### config.mk
export PLATFORM = sky130hd
export DESIGN_NAME = quad_encoder_emulator
export DESIGN_NICKNAME = d
export VERILOG_FILES = /design/src/rtl/quad_encoder_emulator.sv
export SDC_FILE = /design/constraint.sdc
export NUM_CORES = 1
export LEC_CHECK = 0
export ABC_AREA = 1
export CAP_MARGIN = 10
export CORE_MARGIN = 2
export CORE_UTILIZATION = 60
export DETAILED_ROUTE_END_ITERATION = 8
export GPL_ROUTABILITY_DRIVEN = 0
export PLACE_DENSITY_LB_ADDON = 0.3
export SLEW_MARGIN = 5
export SYNTH_ARGS = -nofsm -noshare
export SYNTH_HDL_FRONTEND = slang
export SYNTH_SLANG_ARGS = --single-unit
### constraint.sdc
create_clock -name i_clk -period 3.9 [get_ports i_clk]
set_input_delay 0.78 -clock i_clk [delete_from_list [all_inputs] [get_ports i_clk]]
set_output_delay 0.78 -clock i_clk [all_outputs]
set_load 0.02 [all_outputs]
### src/rtl/quad_encoder_emulator.sv
// Quadrature A/B encoder emulator: one full detent cycle per step,
// fed by a signed net-pending step counter behind a valid/ready port.
module quad_encoder_emulator #(
  parameter int DWELL       = 4,
  parameter int MAX_PENDING = 15
) (
  input  logic i_clk,
  input  logic i_rst,
  input  logic i_step_valid,
  input  logic i_step_cw,
  output logic o_step_ready,
  input  logic i_flush,
  output logic o_phase_a,
  output logic o_phase_b,
  output logic o_done,
  output logic o_done_cw,
  output logic o_busy
);

  localparam int CNTW = $clog2(DWELL + 1);
  localparam int PW   = $clog2(MAX_PENDING + 1) + 1;

  localparam logic [CNTW-1:0] LAST = CNTW'(DWELL - 1);
  localparam logic [PW-1:0]   MAXU = PW'(MAX_PENDING);
  localparam logic signed [PW-1:0] P_ONE = 1;

  typedef enum logic [2:0] {
    IDLE, PH1, PH2, PH3, GAP
  } state_t;

  state_t state, state_n;
  logic dir, dir_n;
  logic [CNTW-1:0] cnt, cnt_n;
  logic signed [PW-1:0] pend, pend_n;
  logic [PW-1:0] mag;
  logic cnt_last, pend_nz, start, accept;
  logic a_n, b_n, done_n, done_cw_n;

  assign mag = pend[PW-1] ? $unsigned(-pend)
                          : $unsigned(pend);
  assign pend_nz = (pend != '0);
  assign cnt_last = (cnt == LAST);
  assign o_step_ready = !i_rst && (mag < MAXU);
  assign accept = i_step_valid && o_step_ready;
  assign o_busy = (state != IDLE) || pend_nz;

  always_ff @(posedge i_clk or posedge i_rst) begin
    if (i_rst) begin
      state     <= IDLE;
      dir       <= 1'b0;
      cnt       <= '0;
      pend      <= '0;
      o_phase_a <= 1'b0;
      o_phase_b <= 1'b0;
      o_done    <= 1'b0;
      o_done_cw <= 1'b0;
    end else begin
      state     <= state_n;
      dir       <= dir_n;
      cnt       <= cnt_n;
      pend      <= pend_n;
      o_phase_a <= a_n;
      o_phase_b <= b_n;
      o_done    <= done_n;
      o_done_cw <= done_cw_n;
    end
  end

  // Flush blocks a start so a cleared queue never launches a step.
  always_comb begin
    state_n = state;
    dir_n   = dir;
    start   = 1'b0;
    unique case (state)
      IDLE: begin
        if (pend_nz && !i_flush) begin
          state_n = PH1;
          start   = 1'b1;
        end
      end
      PH1: if (cnt_last) state_n = PH2;
      PH2: if (cnt_last) state_n = PH3;
      PH3: if (cnt_last) state_n = GAP;
      GAP: begin
        if (cnt_last) begin
          if (pend_nz && !i_flush) begin
            state_n = PH1;
            start   = 1'b1;
          end else begin
            state_n = IDLE;
          end
        end
      end
      default: state_n = IDLE;
    endcase
    if (start) dir_n = !pend[PW-1];
    if (state_n != state || state == IDLE)
      cnt_n = '0;
    else
      cnt_n = cnt + 1'b1;
  end

  always_comb begin
    pend_n = pend;
    if (i_flush) begin
      pend_n = '0;
    end else begin
      if (accept)
        pend_n = i_step_cw ? pend_n + P_ONE
                           : pend_n - P_ONE;
      if (start)
        pend_n = dir_n ? pend_n - P_ONE
                       : pend_n + P_ONE;
    end
  end

  always_comb begin
    a_n = 1'b0;
    b_n = 1'b0;
    unique case (1'b1)
      (state_n == PH1): begin
        a_n = dir_n;
        b_n = !dir_n;
      end
      (state_n == PH2): begin
        a_n = 1'b1;
        b_n = 1'b1;
      end
      (state_n == PH3): begin
        a_n = !dir_n;
        b_n = dir_n;
      end
      default: ;
    endcase
    done_n    = (state == PH3) && (state_n == GAP);
    done_cw_n = done_n && dir;
  end

endmodule

==> out/qor.yml <==
run_status:
  status: "finished clean"
finish:
  finalNetCount: 187
  areaGrowthSynthToFinish_pct: 15.0
  drive_gt1_share_pct: 12.4
  antenna_cells: 0
sta:
  finClkSkew_ns: 0.00773
  slew_violations: 0
  hold_slack_ns: 0.441
  fin_ws_ns: 0.843
  tns_ns: 0
  period_needed_ns: 3.06
  fmax_mhz: 327
  rsz0062_at_grt: "no"
  relSlewSlack_pct: 73.2
  setup_viol_count_final: 0
  hold_viol: 0
  timing_worst_slew_pin_value_ns: 0.402
  min_period_over_period_pct: 78.4
critical_path:
  path_common_cell: "inv_1"
  cp_slowest_cell: "clkdlybuf4s50_1"
  cp-start-kind: "input port"
  worstPathMaxFanout: 6
  cp_slowest_stage_delay_ns: 0.59
  end_kind: "output port"
  critical_path_required_ns: 3.12
  critPathKind: "input port to output port"
  cp.arrival_ns: 2.28
  crit_chain: "clkdlybuf4s50_1 -> inv_1 -> nand2_1 -> inv_1 -> nand2_1 -> inv_1 -> clkdlybuf4s50_1"
clock_tree:
  htree_levels: 1
  postCtsHoldBufs: 0
  cts_sinks: 16
  cts_resized: 0
  tritoncts: "built"
  clkTransAtPathRegs_ns: 0.10
  cts_buffers: 3
  clockRootBuffer: "clkbuf_4"
  cts_setup_buffers: 0
  clock_path_buffers: 2
  clk_latency_ns: 0.29
synth:
  synth_common_cells: "32 x inv_1, 31 x nand2_1, 16 x dfrtp_1, 16 x nor2_1, 9 x ha_1"
  avgSynthCellArea_um2: 7.66
  ys.flop_type: "dfrtp_1"
  yosys.cell_count.top_type: "inv_1"
  netlist_area_um2: 1190
  synth_top_cell_by_area: "dfrtp_1"
  synth_warnings: 0
  syn_nets: 171
  ys_types: 28
  synthTopCellsByArea: "dfrtp_1 34%, inv_1 10%, nand2_1 9.8%"
  ys_seq_area_share_pct: 33.7
  syn_inst: 155
  yosysTopAreaCellShare_pct: 33.7
  synth-edff-count: 0
  synth_seq_cells: 16
  synth-async-reset-ratio_pct: 100
floorplanning:
  std_cell_rows: 16
  initial_core_util_pct: 61.8
  die_area_um2: 2350
  die_y_um: 48.5
  io_pins: 11
  design.core.area_um2: 1920
  fp.dieW_um: 48.5
grt:
  grtUsageTotal_pct: 23.3
  overflow: 0
  antenna_found_initial: 0
  first_global_vias: 1002
  grt_pass1_wl_mm: 4.17
  grt_start_max_net_pins: 14
routing:
  wl_per_cell_um: 11.8
  drtAntennaViolNets: 0
  via_count: 997
  first_pass_iters: 4
  drc_errors: 0
  drtIter0Drc: 15
  viasPerCell: 5.06
  wl_mm: 2.32
power_and_ir_drop:
  total_power_mw: 1.04
  power.density_nw_per_um2: 761
  leakage_nw: 0.747
  vdd.ir_drop.worst_v: 0.000477
flow_run:
  drv_cap: 0
placement:
  portBuffers: 10
  hpwl_mm: 1.90
  dpl_worst_slack_ns: 0.601
worst_hold_path:
  min-delay-path-class: "flop to flop"
-- through the flow --
step / std cells / util [%] / cell area [µm²]
after floorplan: 155 / - / 1190
after global placement: 193 / 69.1 / 1330
after detailed placement: 193 / 69.1 / 1330
after CTS: 197 / 71.0 / 1370
after global routing: 197 / 71.0 / 1370
final: 197 / 71.0 / 1370
-- cell families after synthesis --
family                   count (synthesis)  synth area share, %
flip-flops                              16                 33.7
buffers and inverters                   35                 11.1
AO/OA/AOI/OAI                           18                 9.27
XOR/XNOR                                 5                 3.69
adder cells (fa/ha/maj)                 11                 12.9
AND/OR/NAND/NOR                         70                 29.4
-- where the power goes --
| part | internal (mW) | switching (mW) |
|---|---|---|
| logic | 0.261 | 0.397 |
| registers | 0.218 | 0.0509 |
| clock network | 0.0569 | 0.0555 |
| total | 0.536 | 0.503 |
-- registers in the layout, summed over array words and instances (netlist names) --
name / count
dir: 1
o_phase_a: 1
state: 3
o_done: 1
o_done_cw: 1
o_phase_b: 1
pend: 5
cnt: 3
-- critical path, delay by kind of cell --
family	cells	cell delay, ns
buf+inv	5	1.34
simple gates	2	0.15
-- path summary, 6_finish.rpt --
path | start | to | slack (ns) | cells past startpoint
worst max register to register | cnt[0] | pend[4] | 1.09 | 16
worst max-delay path | i_rst | o_step_ready | 0.84 | 7
max in group asynchronous | i_rst | state[1] | 2.78 | 3
worst min-delay path | cnt[0] | cnt[0] | 0.44 | 1
worst min register to register | cnt[0] | cnt[0] | 0.44 | 1
min in group asynchronous | i_rst | pend[4] | 0.70 | 2
-- cell usage in the layout, fill, tap and decap left out --
cell type / n
o21ai_1: 1
a31oi_1: 1
nand3_2: 3
nand2_1: 31
clkbuf_8: 1
a21boi_0: 1
or3_1: 1
nand3_1: 7
nand4_1: 2
xor2_1: 2
nand4_4: 1
nor2_1: 16
a21oi_2: 1
nor3_1: 3
inv_1: 32
buf_4: 1
fa_1: 2
inv_2: 3
clkdlybuf4s50_1: 10
nor3_2: 1
xnor2_1: 3
clkbuf_4: 3
ha_1: 9
a21oi_1: 5
o21ai_0: 5
or2_2: 1
o211ai_1: 1
dfrtp_1: 16
nand3_4: 1
o21bai_1: 1
o21ai_2: 2
nor2_2: 3
-- cell type report --
type                       instances  area, µm²
clock buffer                       4       36.3
fill                             175        557
inverter                          35        131
multi-input combinational        104        656
sequential                        16        400
tap                               27       33.8
timing repair buffer              11        108
-- routing by layer --
metal | wire length, µm | part of all wire (%) | global-route usage [%] | up-vias
met2 | 1110 | 48 | 40.3 | 23
met4 | 57 | 2.5 | 11.0 | 0
met1 | 1080 | 46 | 27.6 | 451
met3 | 82 | 3.5 | 5.25 | 8
met5 | 0 | 0 | 0 | -
li1 | - | - | - | 515
Note: power is estimated with default switching activity, not from simulation.
